==> src/rtl/fast_clk_pkg.sv <==
// Shared types and constants for the forwarded DDR clock generator.
// Loopback checking is enabled by FAST_CLOCK_OUTPUT_LOOPBACK_EN.
package fast_clk_pkg;

  typedef enum logic [1:0] {
    ST_IDLE  = 2'd0,
    ST_RUN   = 2'd1,
    ST_DRAIN = 2'd2
  } state_t;

  localparam int DIV_W_DEF   = 8;
  localparam int HALF_BYPASS = 0;

endpackage

==> src/rtl/fco_sync2.sv <==
// Two-flop synchronizer for the returned clock.
// Only instantiated when FAST_CLOCK_OUTPUT_LOOPBACK_EN is defined.
module fco_sync2 (
  input  logic clk,
  input  logic rst,
  input  logic d,
  output logic q
);

  logic meta;

  always_ff @(posedge clk) begin
    if (rst) begin
      meta <= 1'b0;
      q    <= 1'b0;
    end else begin
      meta <= d;
      q    <= meta;
    end
  end

endmodule

==> src/rtl/fast_clock_output.sv <==
// Programmable forwarded clock as ODDR2 rise/fall data, glitch-free.
// Optional loopback check: define FAST_CLOCK_OUTPUT_LOOPBACK_EN.
module fast_clock_output
  import fast_clk_pkg::*;
#(
  parameter int DIV_W          = DIV_W_DEF,
  parameter int DEFAULT_HALF   = 2,
  parameter int SETTLE_PERIODS = 16
) (
  input  logic             sys_clk,
  input  logic             rst,
  input  logic             en,
  input  logic [DIV_W-1:0] cfg_half,
  input  logic             cfg_valid,
  output logic             cfg_ready,
`ifdef FAST_CLOCK_OUTPUT_LOOPBACK_EN
  input  logic             clk_fb,
`endif
  output logic             ddr_d0,
  output logic             ddr_d1,
  output logic             clk_running,
  output logic             fb_valid
);

  localparam int PW = $clog2(SETTLE_PERIODS + 1);

  state_t           state_q, state_d;
  logic             level_q, level_d;
  logic [DIV_W-1:0] cnt_q, cnt_d;
  logic [DIV_W-1:0] half_q, half_d;
  logic [DIV_W-1:0] stg_q, stg_d;
  logic             staged_q, staged_d;
  logic [PW-1:0]    per_q, per_d;
  logic             d0_d, d1_d;
  logic             xfer, bypass, bnd;
  logic [DIV_W-1:0] n_idle;

  function automatic logic [DIV_W-1:0] load_of(
    input logic [DIV_W-1:0] n
  );
    return (n == '0) ? '0 : n - DIV_W'(1);
  endfunction

  assign cfg_ready = !staged_q;
  assign xfer      = cfg_valid && cfg_ready;
  assign bypass    = (half_q == DIV_W'(HALF_BYPASS));
  // Last cycle of a low phase, or every cycle at full rate.
  assign bnd       = bypass || (!level_q && cnt_q == '0);
  assign n_idle    = xfer     ? cfg_half :
                     staged_q ? stg_q    : half_q;

  assign clk_running = (state_q == ST_RUN) &&
                       (per_q == PW'(SETTLE_PERIODS));

  always_comb begin
    state_d  = state_q;
    level_d  = level_q;
    cnt_d    = cnt_q;
    half_d   = half_q;
    stg_d    = stg_q;
    staged_d = staged_q;
    per_d    = per_q;
    d0_d     = 1'b0;
    d1_d     = 1'b0;
    unique case (state_q)
      ST_IDLE: begin
        if (xfer || staged_q) begin
          half_d   = n_idle;
          staged_d = 1'b0;
          per_d    = '0;
        end
        if (en) begin
          state_d = ST_RUN;
          level_d = 1'b1;
          cnt_d   = load_of(n_idle);
          per_d   = '0;
        end
      end
      ST_RUN, ST_DRAIN: begin
        d0_d = bypass | level_q;
        d1_d = !bypass & level_q;
        if (xfer) begin
          staged_d = 1'b1;
          stg_d    = cfg_half;
        end
        if (bnd && staged_q) begin
          half_d   = stg_q;
          staged_d = 1'b0;
          level_d  = 1'b1;
          cnt_d    = load_of(stg_q);
          per_d    = '0;
        end else begin
          if (bnd && per_q != PW'(SETTLE_PERIODS))
            per_d = per_q + PW'(1);
          if (!bypass) begin
            if (cnt_q == '0) begin
              level_d = !level_q;
              cnt_d   = load_of(half_q);
            end else begin
              cnt_d = cnt_q - DIV_W'(1);
            end
          end
        end
        if (state_q == ST_RUN) begin
          if (!en)
            state_d = ST_DRAIN;
        end else if (en) begin
          state_d = ST_RUN;
        end else if (bnd) begin
          state_d = ST_IDLE;
          level_d = 1'b0;
          cnt_d   = '0;
        end
      end
      default: state_d = ST_IDLE;
    endcase
  end

  always_ff @(posedge sys_clk) begin
    if (rst) begin
      state_q  <= ST_IDLE;
      level_q  <= 1'b0;
      cnt_q    <= '0;
      half_q   <= DIV_W'(DEFAULT_HALF);
      stg_q    <= '0;
      staged_q <= 1'b0;
      per_q    <= '0;
      ddr_d0   <= 1'b0;
      ddr_d1   <= 1'b0;
    end else begin
      state_q  <= state_d;
      level_q  <= level_d;
      cnt_q    <= cnt_d;
      half_q   <= half_d;
      stg_q    <= stg_d;
      staged_q <= staged_d;
      per_q    <= per_d;
      ddr_d0   <= d0_d;
      ddr_d1   <= d1_d;
    end
  end

`ifdef FAST_CLOCK_OUTPUT_LOOPBACK_EN
  logic       fb_s;
  logic [7:0] hist_q;
  logic       mix_hi, mix_lo, slow;

  fco_sync2 u_sync (
    .clk (sys_clk),
    .rst (rst),
    .d   (clk_fb),
    .q   (fb_s)
  );

  always_ff @(posedge sys_clk) begin
    if (rst)
      hist_q <= '0;
    else
      hist_q <= {hist_q[6:0], fb_s};
  end

  assign mix_hi = hist_q[7:5] != 3'b000 &&
                  hist_q[7:5] != 3'b111;
  assign mix_lo = hist_q[2:0] != 3'b000 &&
                  hist_q[2:0] != 3'b111;
  // Windowed check only resolves short periods.
  assign slow   = half_q == '0 || half_q > DIV_W'(3);
  assign fb_valid = clk_running &&
                    (slow ? (hist_q != 8'h00 && hist_q != 8'hFF)
                          : (mix_hi && mix_lo));
`else
  assign fb_valid = clk_running;
`endif

endmodule

==> config.mk <==
export PLATFORM = sky130hd
export DESIGN_NAME = fast_clock_output
export DESIGN_NICKNAME = d
export VERILOG_FILES = /design/src/rtl/fast_clk_pkg.sv /design/src/rtl/fco_sync2.sv /design/src/rtl/fast_clock_output.sv
export SDC_FILE = /design/constraint.sdc
export NUM_CORES = 1
export LEC_CHECK = 0
export BUFFER_PORTS_ARGS = -buffer_cell sky130_fd_sc_hd__buf_2
export CORE_AREA = 2 2 111 102
export CTS_CLUSTER_DIAMETER = 150
export DETAILED_ROUTE_END_ITERATION = 6
export DIE_AREA = 0 0 113 104
export SYNTH_ARGS = -nofsm -noshare
export SYNTH_HDL_FRONTEND = slang
export SYNTH_HIERARCHICAL = 1
export SYNTH_SLANG_ARGS = --single-unit
==> constraint.sdc <==
create_clock -name sys_clk -period 6.77 [get_ports sys_clk]
set_clock_uncertainty 0.2 [all_clocks]
set_input_delay 0.3385 -clock sys_clk [delete_from_list [all_inputs] [get_ports sys_clk]]
set_output_delay 0.3385 -clock sys_clk [all_outputs]
set_load 0.02 [all_outputs]
# Word level (Yosys, flattened, before mapping)
# Cells that the tools add are included.
# Widths: inputs -> output; s select.
[classes] bitwise=3 reduce_logical=24 n_eq_ne=12 mux=38 n_addsub=5
[op_table] op="$mux 8" count=13
[op_table] op="$logic_not 8->1" count=4
[op_table] op="$pmux 8 s2" count=2
[op_table] op="$sub 8x1->8 const B" count=4
[op_table] op="$mux 5" count=4
[op_table] op="$ne 3x3->1 const B" count=4
[op_table] op="$reduce_and 3->1" count=4
[op_table] op="$mux 1" count=10
[op_table] op="$mux 2" count=5
[op_table] op="$pmux 5 s2" count=1
[op_table] op="$ne 2x2->1 const B" count=3
[op_table] op="$add 5x1->5 const B" count=1
[op_table] op="$eq 5x5->1 const B" count=1
[op_table] op="$logic_and 1x1->1" count=5
[op_table] op="$ne 5x5->1 const B" count=1
[op_table] op="$ne 4x4->1 const B" count=1
[op_table] op="$pmux 1 s2" count=2
[op_table] op="$pmux 2 s2" count=1
[op_table] op="$reduce_and 2->1" count=2
[op_table] op="$reduce_or 2->1" count=2
[op_table] op="$logic_not 1->1" count=3
[op_table] op="$eq 2x1->1 const B" count=1
[op_table] op="$eq 2x2->1 const B" count=1
[op_table] op="$logic_not 2->1" count=1
[op_table] op="other kinds (5)" count=6
[totals] output_inout_bits=5 wordCells=91 regBits=35 in_bits=12

# Depth between registers and ports, before layout
# Gate-level depths: netlist of run 1.
[depth] word_depth=9 depth_mapped=11 ltp_nobuf=9

# Worst setup path after synthesis of run 1
# OpenSTA, ideal clock, no wires.
[synth_timing] path_kind="reg-to-reg" startpoint="reg cnt_q[6]" endpoint="reg cnt_q[4]" setup_ps=91 stages_incl_launch_ff=11 setup_slack_ps=4201 arrival_time_ps=2278 synth_period_minus_slack_ps=2569 path_cell_list="dfxtp_1 > buf_2 > nor3_1 > and3_1 > buf_2 > a21oi_1 > ha_1 > o311ai_2 > a2111o_1 > a311o_1 > a311oi_1"
[synth_via] elab_chain_cells=9 word_cells_on_any_way=11
[synth_lines] item="from (decl)" line_no="fast_clock_output.sv:29" source="logic [DIV_W-1:0] cnt_q, cnt_d;"
[synth_lines] item="from (signal assigned)" line_no="fast_clock_output.sv:133" source="cnt_q <= cnt_d;"
[synth_lines] item="$logic_not 8->1 (*)" line_no="fast_clock_output.sv:48, fast_clock_output.sv:96"
[synth_lines] item="$logic_and 1x1->1" line_no="fast_clock_output.sv:48" source="assign bnd = bypass || (!level_q && cnt_q == '0);"
[synth_lines] item="$logic_or 1x1->1" line_no="fast_clock_output.sv:48"
[synth_lines] item="$logic_and 1x1->1" line_no="fast_clock_output.sv:86" source="if (bnd && staged_q) begin"
[synth_lines] item="$mux 8" line_no="fast_clock_output.sv:86"
[synth_lines] item="$mux 8" line_no="fast_clock_output.sv:109" source="end else if (bnd) begin"
[synth_lines] item="$mux 8" line_no="fast_clock_output.sv:107" source="end else if (en) begin"
[synth_lines] item="$mux 8 (*)" line_no="fast_clock_output.sv:104" source="if (state_q == ST_RUN) begin"
[synth_lines] item="$pmux 8 s2 (*)" line_no="fast_clock_output.sv:65" source="unique case (state_q)"
# Every way passes the cells marked *; elsewhere a longest branch is shown, timed or not.
# A chain may end at the register's enable or synchronous reset.

# Final worst setup path of run 1
[layout_timing] startpoint="reg cnt_q[6]" endpoint="reg half_q[1]"
[layout_via] elab_chain_cells=6
[layout_lines] item="$logic_not 8->1" line_no="fast_clock_output.sv:48"
[layout_lines] item="$logic_and 1x1->1" line_no="fast_clock_output.sv:48"
[layout_lines] item="$logic_or 1x1->1" line_no="fast_clock_output.sv:48"
[layout_lines] item="$logic_and 1x1->1" line_no="fast_clock_output.sv:86"
[layout_lines] item="$ne 2x2->1 (no line)"
[layout_lines] item="$reduce_and 3->1 (no line)"
[layout_lines] item="to (signal assigned)" line_no="fast_clock_output.sv:124" source="half_q <= DIV_W'(DEFAULT_HALF);"
[layout_lines] item="to (signal assigned)" line_no="fast_clock_output.sv:134" source="half_q <= half_d;"
[layout_lines] item="to (decl)" line_no="fast_clock_output.sv:30" source="logic [DIV_W-1:0] half_q, half_d;"
# Every way passes these cells.

==> metrics.csv, run 1 <==
stage,metric,value,unit
finish,num-fill-cells,1161,
synth,avgSynthCellArea,8.38,um^2
power_and_ir_drop,pwr-share-clk,0.281,
worst_hold_path,hold_end,stg_q[3]$_SDFFE_PP0P_,
synth,ys_ff_latch,35,
power_and_ir_drop,p_int,0.000495,W
cts,htree_levels,2,
route,wire_per_inst,16.0,um
global_route,grt_use_total,0.129,
synth,synth_top_flop_cell,dfxtp_1,
cts,insertion_delay,0.28,ns
synth,synth.area.top_cells,"dfxtp_1 25%, nor2_1 6.5%, mux2i_1 5.4%",
floorplanning,die_h,104,um
cts,post_cts_resized,0,
worst_hold_path,hp-class,input port to flop,
cts,ctsHoldBuffers,0,
cts,cts_buffers,5,
finish,diodes,0,
power_and_ir_drop,p_per_area,265,nW/um^2
setup_path,setup.worst_path.class,flop to flop,
run,cap_violations,0,
power_and_ir_drop,ir_worst_vdd,0.114,mV
global_route,grt_pass1_wl,12.6,mm
timing,setup_viol,0,
setup_path,slowest_stage,and3_1,
synth,synth-async-reset-ratio,0,
timing,rsz0062_at_grt,false,
floorplanning,die_w,113,um
route,drt-initial-drc-count,179,
timing,timing.fmax,338,MHz
cts,clkSlewWorstSetupHoldPaths,0.06,ns
setup_path,cp_cell_sequence,nor3_1 > and3_1 > ha_1 > a21oi_2 > a21o_1 > a21oi_4 > nor2b_1 > a211o_1,
route,finalWirelength,7.55,mm
timing,slew_violations,0,
placement,dpl.hpwl,5.75,mm
cts,cts_sinks,35,
synth,syn_area,2790,um^2
floorplanning,start_util,0.262,
route,dr.pass1.iters,5,
timing,tightest_slew,1.15,ns
route,remaining_drc_errors,0,
synth,synth_top_area_share,0.251,
global_route,grt_overflow,0,
finish,final_nets,362,
route,viasPerCell,5.52,
floorplanning,dieArea,11800,um^2
setup_path,path_delay_family,compound AO/OA/AOI/OAI gates,
setup_path,regToRegEndpoint,half_q[1]$_SDFFE_PP1P_,
synth,ys_types,77,
placement,portBuffers,16,
synth,yosys_warnings,6,
finish,syn_to_final_growth,10.4,%
timing,finalSetupTns,0,ns
worst_hold_path,worstHoldPathCells,3,
power_and_ir_drop,combPwrFrac,0.394,
setup_path,reg2reg_depth,8,
floorplanning,core,10600,um^2
global_route,grt_max_degree,36,
cts,tritoncts,built,
finish,multi_input_area,1930,um^2
cts,cts_root_buf,clkbuf_16,
setup_path,timing.rr.start,cnt_q[6]$_SDFFE_PP0P_,
cts,cts_buffer_depth,2,
timing,slew-limit-headroom,0.233,
power_and_ir_drop,p_switching,0.000320,W
setup_path,crit_buf_inv,0,
timing,final-hold-violation-count,0,
worst_hold_path,min-delay-start,cfg_half[3],
power_and_ir_drop,p_leak,1.22,nW
synth,syn_inst,333,
setup_path,worst_ep_arrival_time,2.92,ns
synth,synth_commonest_cells,"48 x nor2_1, 35 x dfxtp_1, 24 x nand2_1",
timing,min_period,2.96,ns
synth,synth.most_common_cell,nor2_1,
floorplanning,rows,36,
outcome,status,finished clean,
placement,place_congestion,0.855,
setup_path,slowest_delay,0.43,ns
placement,post_dp_cell_area,2930,um^2
synth,ys_seq_area_frac,0.251,
floorplanning,num_io_pins,17,
finish,final_cell_area,3080,um^2
setup_path,required,6.74,ns
synth,synth-edff-count,0,
setup_path,reg2reg_slack,3.81,ns
finish,drive_gt1_frac,0.162,
power_and_ir_drop,p_sw_frac,0.393,
setup_path,crit_path_end_kind,flop,
synth,synth_area_leader_cell,dfxtp_1,
power_and_ir_drop,seqPwrFrac,0.325,
synth,synth_fp_nets,356,
timing,fin_crit_sh,0.437,
global_route,antenna_found_initial,0,
route,vias,2609,
finish,regArea,701,um^2
cts,post_cts_buffers,0,
global_route,grt_pass1_vias,2483,
setup_path,crit_path_max_fanout,14,
route,antenna_left,0,
setup_path,startpoint_type,flop,
worst max path at each step:
stage	from	endpoint	slack, ns	depth (start not counted)
floorplan	cnt_q[6]$_SDFFE_PP0P_	cnt_q[4]$_SDFFE_PP0P_	4.20	10
global placement	cnt_q[6]$_SDFFE_PP0P_	half_q[1]$_SDFFE_PP1P_	4.00	8
detailed placement	cnt_q[6]$_SDFFE_PP0P_	half_q[1]$_SDFFE_PP1P_	3.88	8
CTS	cnt_q[6]$_SDFFE_PP0P_	half_q[1]$_SDFFE_PP1P_	3.86	8
global route	cnt_q[6]$_SDFFE_PP0P_	per_q[0]$_SDFFE_PP0P_	3.70	8
finish	cnt_q[6]$_SDFFE_PP0P_	half_q[1]$_SDFFE_PP1P_	3.81	8
worst reg2reg max path: cells and delay by family (launching register included):
family,cells,cell delay (ns)
adders and majority gates,1,0.27
DFF,1,0.38
AOI/OAI and AO/OA,4,1.06
and+or+nand+nor,3,0.94
metrics by stage:
stage / instances / hold WS [ns] / setup slack [ns] / total power [W] / util
floorplan: 333 / 0.245 / 4.20 / 0.000521 / -
global placement: 465 / 0.258 / 4.00 / 0.000580 / 0.276
detailed placement: 465 / 0.282 / 3.88 / 0.000584 / 0.276
CTS: 473 / 0.107 / 3.86 / 0.000814 / 0.290
global route: 473 / 0.126 / 3.70 / 0.000864 / 0.290
finish: 473 / 0.105 / 3.81 / 0.000815 / 0.290
flip-flops by register name, indices dropped and copies added, names as in the netlist:
name      flops
staged_q      1
ddr_d1        1
half_q        8
cnt_q         8
level_q       1
state_q       2
ddr_d0        1
stg_q         8
per_q         5
placed cells by master (no fill, tap or decap), types with 4 or more instances in the layout:
cell / n
ha_1: 11
o21ai_0: 10
buf_2: 16
a211oi_1: 6
inv_1: 10
a21o_1: 4
a31oi_1: 5
mux2i_1: 15
dfxtp_1: 35
nor3_1: 5
a211o_1: 5
a311oi_1: 4
and2_1: 4
and3_1: 4
a21oi_1: 21
nor2_1: 48
xnor2_1: 5
nand3_1: 7
clkbuf_16: 5
xor2_1: 6
nand2_1: 24
kinds of logic (layout without fill, tap and decap cells):
kind of cell,Yosys count,count (layout),synth area share
buf+inv,29,36,0.0552
xor+xnor,11,11,0.0345
flops,35,35,0.251
simple gates,128,128,0.245
compound gates,92,92,0.245
fa+ha+maj,11,11,0.0493
mux,27,27,0.120
power groups by stage:
stage	sequential, W	clock (W)	combinational, W
finish	0.000265	0.000229	0.000321
global placement	0.000267	0	0.000312
global route	0.000268	0.000241	0.000354
floorplan	0.000253	0	0.000268
detailed placement	0.000268	0	0.000316
CTS	0.000264	0.000231	0.000319
metal layers:
metal  wire length [um]  GRT usage  vias up  share of wire
li1                   -          -     1253              -
met1               3610      0.181     1260           0.48
met2               3460      0.201       82           0.46
met3                374     0.0233       14          0.050
met4                114     0.0366        0          0.015
met5                  0          0        -              0
area by class of cell:
type,count,area share
inverters,11,0.0142
clock inverters,3,0.00650
multi-input cells,269,0.628
repair buffers,17,0.0285
well taps,133,0.0541
flip-flops and latches,35,0.228
clock buffers,5,0.0407
No activity file was read; power rests on OpenSTA's default activity.
==> run 2, diff against run 1 <==
--- a/config.mk
+++ b/config.mk
@@ -5,11 +5,12 @@
 export SDC_FILE = /design/constraint.sdc
 export NUM_CORES = 1
 export LEC_CHECK = 0
+export ABC_AREA = 1
 export BUFFER_PORTS_ARGS = -buffer_cell sky130_fd_sc_hd__buf_2
-export CORE_AREA = 2 2 111 102
+export CORE_AREA = 2 2 108 99
 export CTS_CLUSTER_DIAMETER = 150
 export DETAILED_ROUTE_END_ITERATION = 6
-export DIE_AREA = 0 0 113 104
+export DIE_AREA = 0 0 110 101
 export SYNTH_ARGS = -nofsm -noshare
 export SYNTH_HDL_FRONTEND = slang
 export SYNTH_HIERARCHICAL = 1
==> constraint.sdc (replaced) <==
create_clock -name sys_clk -period 2.9 [get_ports sys_clk]
set_clock_uncertainty 0.2 [all_clocks]
set_input_delay 0.145 -clock sys_clk [delete_from_list [all_inputs] [get_ports sys_clk]]
set_output_delay 0.145 -clock sys_clk [all_outputs]
set_load 0.02 [all_outputs]
==> metrics.csv, run 2 <==
stage,metric,value,unit
cts,post_cts_buffers,0,
synth,ys_ff_latch,35,
synth,avgSynthCellArea,6.35,um^2
cts,cts_root_buf,clkbuf_8,
power_and_ir_drop,p_leak,1.39,nW
placement,post_dp_cell_area,2850,um^2
setup_path,worst_ep_arrival_time,2.45,ns
synth,synth.area.top_cells,"dfxtp_1 27%, nand2_1 13%, inv_1 8.1%",
synth,synth.most_common_cell,nand2_1,
global_route,grt_max_degree,27,
synth,synth_area_leader_cell,dfxtp_1,
synth,synth_fp_nets,438,
route,drt-initial-drc-count,148,
finish,syn_to_final_growth,14.5,%
route,antenna_left,0,
finish,most-common-layout-cells,"93 x nand2_1, 57 x inv_1, 42 x nor2_1, 39 x a21oi_1",
cts,cts_buffer_depth,2,
setup_path,required,2.92,ns
synth,synth-edff-count,0,
setup_path,startpoint_type,flop,
setup_path,setup.worst_path.class,flop to flop,
finish,diodes,0,
placement,portBuffers,16,
global_route,grt_use_total,0.144,
timing,min_period,2.43,ns
finish,largestRegisters,"cnt_q: 8 flops, half_q: 8 flops, stg_q: 8 flops",
floorplanning,die_h,101,um
cts,htree_levels,2,
outcome,status,finished clean,
placement,place_congestion,0.912,
timing,tightest_slew,0.741,ns
cts,insertion_delay,0.29,ns
timing,timing.fmax,412,MHz
timing,rsz0062_at_grt,false,
timing,fin_crit_sh,0.837,
floorplanning,rows,35,
timing,slew_violations,0,
route,viasPerCell,4.79,
global_route,antenna_found_initial,0,
setup_path,crit_path_end_kind,flop,
timing,finalSetupTns,0,ns
floorplanning,die_w,110,um
route,dr_wl_met3,460,um
cts,cts_buffers,5,
synth,synth_top_area_share,0.266,
timing,setup_viol,0,
global_route,grt_overflow,0,
synth,synth-async-reset-ratio,0,
route,remaining_drc_errors,0,
cts,ctsHoldBuffers,8,
synth,syn_area,2640,um^2
synth,synth_commonest_cells,"93 x nand2_1, 57 x inv_1, 42 x nor2_1",
finish,drive_gt1_frac,0.134,
timing,final-hold-violation-count,0,
power_and_ir_drop,ir_worst_vdd,0.592,mV
finish,final_nets,463,
synth,yosys_warnings,6,
synth,syn_inst,415,
route,routed.top_layer,met4,
setup_path,crit_path_max_fanout,11,
global_route,grt_pass1_wl,12.7,mm
route,vias,2726,
placement,dpl.hpwl,6.03,mm
run,cap_violations,0,
floorplanning,num_io_pins,17,
synth,ys_types,38,
cts,tritoncts,built,
finish,final_common_cell,nand2_1,
route,finalWirelength,7.51,mm
route,wire_per_inst,13.2,um
power_and_ir_drop,p_per_area,1180,nW/um^2
route,wl_met2,3.46,mm
route,wl_met1,3.51,mm
route,dr.pass1.iters,4,
power_and_ir_drop,p_total,0.00357,W
finish,final_cell_area,3020,um^2
cts,post_cts_resized,0,
synth,synth_top_flop_cell,dfxtp_1,
synth,ys_seq_area_frac,0.266,
floorplanning,core,10000,um^2
global_route,grt_pass1_vias,2550,
floorplanning,dieArea,11100,um^2
cts,clkSlewWorstSetupHoldPaths,0.07,ns
cts,cts_sinks,35,
worst_hold_path,hp-class,input port to flop,
timing,slew-limit-headroom,0.505,
floorplanning,start_util,0.263,
-- run 2: per-stage QoR --
stage	setup WS [ns]	instances	util	hold slack, ns
finish	0.471	569	0.301	0.00354
global placement	0.592	554	0.284	0.226
global route	0.258	569	0.301	0.0331
detailed placement	0.504	554	0.284	0.224
floorplan	0.763	415	-	0.0141
CTS	0.472	569	0.301	0.00445
-- run 2: routing by layer --
metal,vias to the layer above,track usage
li1,1406,-
met1,1241,0.201
met2,72,0.234
met3,7,0.0194
met4,0,0.0331
met5,-,0
-- run 2: area by class of cell --
class / count / area [um^2]
clock buffers: 6 / 82.6
clock inverters: 1 / 5.00
fillers: 1105 / 7010
inverters: 64 / 240
multi-input cells: 305 / 1630
flip-flops and latches: 35 / 701
well taps: 129 / 161
repair buffers: 29 / 198
-- run 2: worst max-delay path: stages (launching register included) --
cell and delay (ns):
dfxtp_1 0.47, nor2_4 0.29, inv_1 0.08, o211ai_1 0.27, inv_1 0.10, ha_1 0.18, inv_1 0.15, nor2_4 0.07
nand3_2 0.07, nand2_2 0.06, inv_2 0.09, nand2_1 0.05, nor2_1 0.09, nor2_1 0.05, a21oi_1 0.14
-- run 2: kinds of logic (layout without fill, tap and decap cells) --
group,Yosys count,count (layout),share of synthesized area
adder cells (fa/ha/maj),11,11,0.0522
flip-flops,35,35,0.266
AND/OR/NAND/NOR,189,189,0.327
buffers and inverters,75,100,0.116
AO/OA/AOI/OAI,96,96,0.209
XOR/XNOR,9,9,0.0299
-- run 2: path summary, 6_finish.rpt --
kind / startpoint / end / slack, ns / cells past startpoint
setup / recovery: staged_q$_SDFFE_PP0P_ / cnt_q[7]$_SDFFE_PP0P_ / 0.47 / 14
hold reg to reg: per_q[4]$_SDFFE_PP0P_ / per_q[4]$_SDFFE_PP0P_ / 0.29 / 2
hold / removal: cfg_half[1] / stg_q[1]$_SDFFE_PP0P_ / 0.004 / 3
setup reg to reg: staged_q$_SDFFE_PP0P_ / cnt_q[7]$_SDFFE_PP0P_ / 0.47 / 14
-- run 2: power by group --
part / internal, W / switching (W)
Combinational: 0.000805 / 0.00156
Sequential: 0.000653 / 0.000198
Clock: 0.000186 / 0.000176
Total: 0.00164 / 0.00193
==> run 3, diff against run 2 <==
==> constraint.sdc (replaced) <==
create_clock -name sys_clk -period 2.4 [get_ports sys_clk]
set_clock_uncertainty 0.2 [all_clocks]
set_input_delay 0.12 -clock sys_clk [delete_from_list [all_inputs] [get_ports sys_clk]]
set_output_delay 0.12 -clock sys_clk [all_outputs]
set_load 0.02 [all_outputs]
==> metrics.csv, run 3 (synthesis gave the netlist of run 2 again) <==
stage,metric,value,unit
outcome,status,finished clean,
cts,tritoncts,built,
floorplanning,dieArea,11100,um^2
timing,slew_violations,0,
cts,insertion_delay,0.30,ns
route,viasPerCell,4.79,
placement,place_congestion,0.943,
floorplanning,die_w,110,um
setup_path,crit_buf_inv,4,
placement,dpl.hpwl,6.11,mm
finish,most-common-layout-cells,"93 x nand2_1, 57 x inv_1, 41 x nor2_1, 39 x a21oi_1, 35 x o21ai_0",
setup_path,crit_path_frequent_cell,inv_1,
setup_path,crit_path_end_kind,flop,
finish,diodes,0,
finish,syn_to_final_growth,18.0,%
setup_path,crit_path_max_fanout,10,
floorplanning,rows,35,
timing,tightest_slew,0.462,ns
setup_path,slowest_delay,0.41,ns
power_and_ir_drop,p_leak,1.44,nW
finish,final_common_cell,nand2_1,
power_and_ir_drop,p_per_area,1440,nW/um^2
worst_hold_path,worstHoldPathCells,4,
cts,cts_sinks,35,
route,finalWirelength,7.69,mm
power_and_ir_drop,ir_worst_vdd,0.620,mV
timing,min_period,2.23,ns
timing,final-hold-violation-count,0,
global_route,grt_overflow,0,
setup_path,cp_cell_sequence,nor2_4 > inv_1 > o211ai_1 > inv_1 > ha_1 > inv_1 > nor2_4 > nand3_2 > nand2_2 > inv_2 > nand2_1 > nor2_1 > nor2_1 > a21oi_1,
finish,num-fill-cells,1113,
placement,portBuffers,16,
route,remaining_drc_errors,0,
finish,drive_gt1_frac,0.157,
global_route,grt_max_degree,23,
finish,final_nets,473,
timing,fin_crit_sh,0.930,
worst_hold_path,hp-class,input port to flop,
finish,final_core_util,0.310,
route,wire_per_inst,13.3,um
timing,rsz0062_at_grt,true,
route,dr.pass1.iters,5,
timing,setup_viol,0,
global_route,grt_pass1_wl,12.9,mm
finish,largestRegisters,"cnt_q: 8 flops, half_q: 8 flops, stg_q: 8 flops",
setup_path,startpoint_type,flop,
setup_path,slowest_stage,dfxtp_2,
floorplanning,core,10000,um^2
route,vias,2778,
cts,htree_levels,2,
setup_path,setup.worst_path.class,flop to flop,
timing,slew-limit-headroom,0.691,
setup_path,reg2reg_depth,14,
setup_path,path_depth,14,
setup_path,required,2.43,ns
setup_path,path_delay_family,simple AND/OR/NAND/NOR gates,
timing,timing.fmax,448,MHz
route,drt-initial-drc-count,134,
cts,clkSlewWorstSetupHoldPaths,0.08,ns
floorplanning,num_io_pins,17,
cts,cts_buffer_depth,2,
cts,cts_root_buf,clkbuf_8,
run,cap_violations,0,
global_route,grt_use_total,0.148,
timing,hold_slack,0.107,ns
finish,multi_input_area,1640,um^2
finish,regArea,702,um^2
floorplanning,die_h,101,um
global_route,antenna_found_initial,0,
setup_path,worst_ep_arrival_time,2.26,ns
route,antenna_left,0,
cts,post_cts_buffers,0,
floorplanning,start_util,0.263,
global_route,grt_pass1_vias,2621,
cts,cts_buffers,5,
## run 3: changes by cell type in the layout (fill, tap and decap cells not counted)
cell	previous run	this run
clkinv_2	1	0
dfxtp_2	0	1
buf_4	5	14
dfxtp_1	35	34
clkinvlp_4	0	1
clkbuf_8	6	5
clkinv_4	0	2
dlygate4sd3_1	8	9
nor2_1	42	41
nor2_4	3	4
## run 3: layout make-up
| cell class | instances | share of cell area |
|---|---|---|
| tap | 129 | 0.0519 |
| sequential | 35 | 0.226 |
| clock buffer | 5 | 0.0221 |
| clock inverter | 3 | 0.00805 |
| timing repair buffer | 39 | 0.0885 |
| multi-input combinational | 305 | 0.526 |
| inverter | 64 | 0.0773 |
## run 3: layer usage
metal  share of wire  GRT usage
met3           0.045     0.0259
met5               0          0
met1            0.49      0.206
met4           0.016     0.0458
met2            0.45      0.229
## run 3: where the power goes
group	switching [W]	total [W]	internal (W)	leakage (nW)
logic	0.00197	0.00301	0.00104	1.10
clock network	0.000249	0.000457	0.000208	0.0443
registers	0.000234	0.00102	0.000790	0.289
total	0.00245	0.00449	0.00204	1.44
## run 3: final timing paths
| kind | slack [ns] | endpoint | from |
|---|---|---|---|
| hold reg to reg | 0.29 | per_q[4]$_SDFFE_PP0P_ | per_q[4]$_SDFFE_PP0P_ |
| hold / removal | 0.11 | staged_q$_SDFFE_PP0P_ | cfg_valid |
| setup reg to reg | 0.17 | cnt_q[7]$_SDFFE_PP0P_ | staged_q$_SDFFE_PP0P_ |
| setup / recovery | 0.17 | cnt_q[7]$_SDFFE_PP0P_ | staged_q$_SDFFE_PP0P_ |
## run 3: tightest hold or removal path, delay by kind of cell
family                 cells  cell delay, ns
AO/OA/AOI/OAI              1            0.07
buffers and inverters      2            0.30
AND/OR/NAND/NOR            1            0.08
## run 3: timing repair
item,CTS,global route
pin swaps,0,0
endpoints found under the setup margin,1,10
hold buffers,9,0
resized for setup,1,2
hold endpoints to repair,11,0
## run 3: metrics by stage
step	instances	instance area [um^2]	setup slack, ns	power (W)	setup TNS [ns]
after CTS	580	3100	0.0631	0.00446	0
final	580	3110	0.169	0.00449	0
after floorplan	415	2640	0.263	0.00315	0
after global routing	580	3110	-0.0243	0.00494	-0.0243
after global placement	563	2920	0.136	0.00395	0
after detailed placement	563	2920	0.0285	0.00397	0
